## config.mk

```make
export PLATFORM = sky130hd
export DESIGN_NAME = fault_check_sched
export DESIGN_NICKNAME = d
export VERILOG_FILES = /design/src/rtl/fault_check_sched.sv
export SDC_FILE = /design/constraint.sdc
export NUM_CORES = 1
export LEC_CHECK = 0
export ABC_AREA = 1
export BUFFER_PORTS_ARGS = -buffer_cell sky130_fd_sc_hd__buf_2
export CORE_MARGIN = 4
export CORE_UTILIZATION = 30
export CTS_BUF_LIST = sky130_fd_sc_hd__clkbuf_16
export DETAILED_ROUTE_END_ITERATION = 8
export SLEW_MARGIN = 25
export SYNTH_ARGS = -nofsm -noshare
export SYNTH_HDL_FRONTEND = slang
export SYNTH_SLANG_ARGS = --single-unit
export TNS_END_PERCENT = 20
```

## constraint.sdc

```tcl
create_clock -name clk -period 1.8 [get_ports clk]
set_input_delay 0.09 -clock clk [delete_from_list [all_inputs] [get_ports clk]]
set_output_delay 0.09 -clock clk [all_outputs]
set_load 0.02 [all_outputs]
```

## src/rtl/fault_check_sched.sv

```systemverilog
// fault_check_sched: sequencer for an external combinational posit-add fault checker.
// Accepts operand pairs, holds them on chk_a/chk_b for SETTLE_CYC cycles, samples the
// checker and presents the selected sum on a valid/ready output stream.
// Optional statistics counters are built only when FCS_STATS_EN is defined.
module fault_check_sched #(
  parameter int unsigned FULL_NBITS  = 32,
  parameter int unsigned TRUNC_NBITS = 16,
  parameter int unsigned ES          = 2,
  parameter int unsigned FRAC_SIZE   = 3,
  parameter int unsigned SETTLE_CYC  = 1,
  parameter int unsigned CNT_W       = 16
) (
  input  logic                  clk,
  input  logic                  rst_n,
  input  logic                  in_valid,
  output logic                  in_ready,
  input  logic [FULL_NBITS-1:0] in_a,
  input  logic [FULL_NBITS-1:0] in_b,
  output logic [FULL_NBITS-1:0] chk_a,
  output logic [FULL_NBITS-1:0] chk_b,
  input  logic                  chk_fault,
  input  logic                  chk_mode,
  input  logic [FULL_NBITS-1:0] chk_true_sum,
  input  logic [FULL_NBITS-1:0] chk_used_sum,
  output logic                  out_valid,
  input  logic                  out_ready,
  output logic [FULL_NBITS-1:0] out_sum,
  output logic                  out_fault,
  output logic                  out_mode,
  output logic                  busy,
  input  logic                  stat_clr,
  output logic [CNT_W-1:0]      op_count,
  output logic [CNT_W-1:0]      fault_count
);

  localparam int unsigned SCNT_W = 4;

  localparam logic [1:0] ST_IDLE   = 2'd0;
  localparam logic [1:0] ST_SETTLE = 2'd1;
  localparam logic [1:0] ST_HOLD   = 2'd2;

  logic [1:0]        state;
  logic [1:0]        state_nxt;
  logic [SCNT_W-1:0] scnt;
  logic [SCNT_W-1:0] scnt_nxt;
  logic              load_c;
  logic              sample_c;

  // Checker geometry parameters are only forwarded by the integrator; sink them here.
  logic unused_cfg;
`ifdef FCS_STATS_EN
  assign unused_cfg = ^{32'(TRUNC_NBITS), 32'(ES), 32'(FRAC_SIZE)};
`else
  assign unused_cfg = ^{32'(TRUNC_NBITS), 32'(ES), 32'(FRAC_SIZE), stat_clr};
`endif

  // State and settle-counter register.
  always_ff @(posedge clk or negedge rst_n) begin
    if (!rst_n) begin
      state <= ST_IDLE;
      scnt  <= '0;
    end else begin
      state <= state_nxt;
      scnt  <= scnt_nxt;
    end
  end

  // Next-state logic: accept in IDLE, count down in SETTLE, wait for consumer in HOLD.
  always_comb begin
    state_nxt = state;
    scnt_nxt  = scnt;
    load_c    = 1'b0;
    sample_c  = 1'b0;
    case (state)
      ST_IDLE: begin
        if (in_valid) begin
          load_c    = 1'b1;
          scnt_nxt  = SCNT_W'(SETTLE_CYC - 1);
          state_nxt = ST_SETTLE;
        end
      end
      ST_SETTLE: begin
        if (scnt != '0) begin
          scnt_nxt = scnt - SCNT_W'(1);
        end else begin
          sample_c  = 1'b1;
          state_nxt = ST_HOLD;
        end
      end
      ST_HOLD: begin
        if (out_ready) begin
          state_nxt = ST_IDLE;
        end
      end
      default: state_nxt = ST_IDLE;
    endcase
  end

  // Handshake/status outputs registered from the next state so they track the FSM exactly.
  always_ff @(posedge clk or negedge rst_n) begin
    if (!rst_n) begin
      in_ready  <= 1'b1;
      out_valid <= 1'b0;
      busy      <= 1'b0;
    end else begin
      in_ready  <= (state_nxt == ST_IDLE);
      out_valid <= (state_nxt == ST_HOLD);
      busy      <= (state_nxt != ST_IDLE);
    end
  end

  // Operand hold registers feeding the checker.
  always_ff @(posedge clk or negedge rst_n) begin
    if (!rst_n) begin
      chk_a <= '0;
      chk_b <= '0;
    end else if (load_c) begin
      chk_a <= in_a;
      chk_b <= in_b;
    end
  end

  // Result capture: full-precision sum when the checker flags a fault.
  always_ff @(posedge clk or negedge rst_n) begin
    if (!rst_n) begin
      out_sum   <= '0;
      out_fault <= 1'b0;
      out_mode  <= 1'b0;
    end else if (sample_c) begin
      out_sum   <= chk_fault ? chk_true_sum : chk_used_sum;
      out_fault <= chk_fault;
      out_mode  <= chk_mode;
    end
  end

`ifdef FCS_STATS_EN
  localparam logic [CNT_W-1:0] CNT_MAX = '1;

  // Saturating statistics; a clear wins over a same-cycle increment.
  always_ff @(posedge clk or negedge rst_n) begin
    if (!rst_n) begin
      op_count    <= '0;
      fault_count <= '0;
    end else if (stat_clr) begin
      op_count    <= '0;
      fault_count <= '0;
    end else if (sample_c) begin
      if (op_count != CNT_MAX) begin
        op_count <= op_count + CNT_W'(1);
      end
      if (chk_fault && (fault_count != CNT_MAX)) begin
        fault_count <= fault_count + CNT_W'(1);
      end
    end
  end
`else
  assign op_count    = '0;
  assign fault_count = '0;
`endif

endmodule
```

== After elaboration in Yosys (flattened, before gate mapping) ==
Index checks and enable logic that the tools add are counted.
Widths: inputs -> output; s select.
Storage, ports and cells
  flip-flop bits (word level): 107
  output and inout bits: 133
Operators by class
  $add $sub $neg: 1
  equality and inequality tests: 5
  mux-type cells: 12
  reductions and logical operators: 6
Operators by type and width (count)
  $mux 32: 1
  $mux 4: 2
  $pmux 4 s2: 1
  $mux 2: 3
  $pmux 2 s3: 1
  $eq 2x2->1 const B: 2
  $logic_not 2->1: 2
  $mux 1: 4
  $ne 2x2->1 const B: 2
  $reduce_bool 2->1: 2
  $reduce_bool 4->1: 1
  $sub 4x1->4 const B: 1
  $reduce_and 3->1: 1
  $eq 2x1->1 const B: 1

== Depth between registers and ports, before layout ==
  depth after elaboration: 4
  gate-level depth with buffers: 9
  depth with buffers taken out: 7

== Worst setup path after synthesis ==
Ideal clock, no wire load.
  kind: reg-to-reg
  start point: register scnt[0]
  end point: register out_sum[14]
  data arrival time: 1306 ps
  setup slack: 370 ps
  stages on the path, launching flop included: 10
  period minus slack after synthesis: 1430 ps
  cells stage by stage: dfrtp_1 inv_1 ha_1 nand2_1 nor2_4 inv_2 buf_2 buf_6 nand2_1 nand2_1
Between the ends
  cells in the longest elaborated chain, start to end: 3
RTL lines
  start, declared: RTL line 44  | logic [SCNT_W-1:0] scnt;
  start signal, assigned: RTL line 64  | scnt <= scnt_nxt;
  $reduce_bool 4->1: RTL line 83  | if (scnt != '0) begin
  $mux 1: RTL line 83
  $mux 1: RTL line 74  | case (state)
  end signal, assigned: RTL line 130  | out_sum <= chk_fault ? chk_true_sum : chk_used_sum;
  end, declared: RTL line 27  | output logic [FULL_NBITS-1:0] out_sum,
No other way between the ends.
A chain may end at the register's enable or synchronous reset.

== Final worst setup path ==
  start point: register scnt[0]
  end point: register out_sum[17]
Same word-level chain as after synthesis.

==> results.txt <==
outcome: finished, final reports clean
worst r2r src: scnt[0]
Die Area: 17700 um2
Area contributors post-synth: dfrtp_1 57%, nand2_1 22%, o211ai_1 5.3%, buf_4 5.1%, or2_2 4.3%
critical path launch point type: flop
kind of critical path: reg -> reg
TritonCTS clock tree: built
Tmin final: 1.61 ns
vias in the first global route: 4580
simple-gate share of the synthesized area: 0.272
proportion of synthesized area in mux cells: 0
setup tns final: 0 ns
CP Capture Type: flop
Slew @ Worst Pin: 0.572 ns
Die Height: 133 um
Power Density: 1580 nW/um2
Leak: 4.00 nW
CTS Buf Count: 9
most used cell, CP: nand2_1
Detailed Route WL: 14.0 mm
first-pass detailed-route iteration total: 4
Initial Util: 0.308
sequential share of the synthesized area: 0.571
H-tree levels: 3
Starting DRT DRC Count: 146
maximum clock frequency: 619 MHz
Hold Vio Cnt, Final: 0
fin. max-slew vios: 0
synthesized cell area: 4690 um2
share of layout cells above drive strength 1: 0.346
Post-Syn Instances: 534
Setup-failing EPs final: 0
critical path required time: 2.08 ns
Remaining DRCs: 0
PortBufs: 234
Tot GR Track Use: 0.158
largest family of logic cells by synthesized area: simple AND/OR/NAND/NOR gates
Worst path slowest cell: dfrtp_1
CP endpoint: out_sum[17]
# IOs: 268
worst-case clock buffer depth: 2
XOR/XNOR share of the synthesized area: 0.00187
Data arrival, critical path: 1.89 ns
synth unique cells: 19
Yosys top cell by area: dfrtp_1
Yosys Warn Count: 0
worst vdd ir: 0.675 mV
crit-path leading delay family: buffers and inverters
Placer Congestion: 0.754
worst reg2reg path depth: 7
FF-to-FF End: out_sum[17]
DP HPWL: 9.19 mm
flops & latches, synth: 107
Post-layout nets: 995
Critical path buffers and inverters: 2
RSZ-0062 raised after global routing: no
Worst Setup SP: scnt[0]
max_slew headroom: 0.619
largest net degree at the start of global routing: 108
initial antenna violation count: 0
Crit path largest cell delay: 0.39 ns
clock sink count: 107
antenna diode count: 0
number of placement rows: 45
Root Driver: clkbuf_16
Synth Area in Compound Gates: 0.0602
Chip Width: 133 um
Final ANT Viol Nets: 0
CP Depth: 7
largest driver fanout on the critical path: 33
total grt overflow: 0
Worst Setup Slack, final: 0.185 ns
crit path cell chain: inv_1, ha_1, nand2_1, nor2_4, buf_4, o211ai_1, nand2_1
clk_lat worst skew: 0.35 ns
Avg WL per Cell: 13.0 um
routed vias: 4513
number of max-cap violations: 0
share of the synthesized area in the top cell type: 0.565
hold depth: 4
Core Util, Final: 0.475
Reg2Reg Setup Slack: 0.19 ns
Via density: 4.20
global-route wire length before repair: 22.8 mm
worst slack, placed: 0.0316 ns
period utilization: 0.897
core area: 15300 um2
clk slew on worst S/H paths: 0.07 ns
Area growth syn-to-layout: 54.5%
Mapped Avg Cell Area: 8.79 um2
skew final: 0.0107 ns
Hold WC Path Type: in -> reg
adder-cell area share of the yosys netlist: 0.00533
[cells by family (layout without fill, tap and decap cells)]
group / count (synthesis) / in the layout
AND/OR/NAND/NOR: 314 / 314
buffers and inverters: 69 / 367
flip-flops: 107 / 107
AO/OA/AOI/OAI: 40 / 40
adder cells (fa/ha/maj): 2 / 2
other: 1 / 32
XOR/XNOR: 1 / 1
[cells in the mapped netlist]
library cell,count
nand2_1,272
nor2_4,2
xor2_1,1
o21ai_0,6
nand3_1,3
or2_2,32
inv_2,3
nor2_1,5
dfstp_2,1
buf_2,19
o211ai_1,33
conb_1,1
buf_4,32
a21oi_1,1
ha_1,2
inv_1,6
buf_6,2
clkbuf_1,7
dfrtp_1,106
[power breakdown]
part	internal (mW)	total (mW)	leakage (nW)	switching [mW]
registers	3.58	4.18	1.32	0.603
clock network	1.07	1.95	0.139	0.872
logic	1.79	5.33	2.55	3.53
total	6.45	11.5	4.00	5.01
[how the worst min path moves through the flow]
stage / end / start
final: out_valid / out_ready
after global routing: out_valid / out_ready
after CTS: out_valid / out_ready
after detailed placement: out_sum[28] / rst_n
after floorplan: busy / rst_n
after global placement: out_sum[27] / rst_n
[stage by stage]
step	instances	hold slack (ns)	cell area (um2)	total power, mW
after floorplan	565	-0.206	4810	7.57
after global placement	960	0.220	5970	9.31
after detailed placement	960	0.214	5970	9.40
after CTS	1074	0.0208	7250	11.6
after global routing	1074	0.0446	7250	12.4
final	1074	0.0351	7250	11.5
[routing by layer]
layer	vias up	track usage	wire (um)	share of wire
met5	-	0	0	0
met4	0	0.0686	346	0.025
met1	2021	0.195	5780	0.41
met3	23	0.0453	1270	0.091
met2	229	0.258	6590	0.47
li1	2240	-	-	-
[what timing repair did]
item / in CTS / in global routing
resized for setup: 1 / 0
endpoints found under the setup margin: 1 / 0
setup buffers: 0 / 0
endpoints found under the hold margin: 203 / 0
hold buffers: 98 / 0
[state kept, by name, indices dropped and copies added, names as in the netlist]
signal / flops
chk_a: 32
chk_b: 32
out_sum: 32
scnt: 4
state: 2
busy: 1
in_ready: 1
out_fault: 1
out_mode: 1
out_valid: 1
[placed cells by master, fill, tap and decap left out]
master / instances
a21oi_1: 1
buf_12: 2
buf_2: 233
buf_4: 9
bufinv_16: 1
clkbuf_16: 9
clkinv_2: 1
clkinv_4: 1
clkinvlp_4: 3
conb_1: 32
dfrtp_1: 106
dfstp_2: 1
dlygate4sd3_1: 98
ha_1: 2
inv_1: 6
inv_2: 3
inv_4: 1
nand2_1: 272
nand3_1: 3
nor2_1: 4
nor2_4: 3
o211ai_1: 33
o21ai_0: 6
or2_2: 32
xor2_1: 1
[worst reg2reg max path, delay by kind of cell (launching register included)]
family	cells	cell delay [ns]
buf+inv	2	0.46
flops	1	0.39
simple gates	3	0.37
compound gates	1	0.17
fa+ha+maj	1	0.15
[area by class of cell]
cell class / instances / area [um2]
clock buffers: 9 / 225
clock inverters: 7 / 70.1
fillers: 1416 / 8010
inverters: 9 / 36.3
multi-input cells: 389 / 1720
flip-flops and latches: 107 / 2680
well taps: 211 / 264
repair buffers: 342 / 2250
Power figures use the tool's default switching activity.
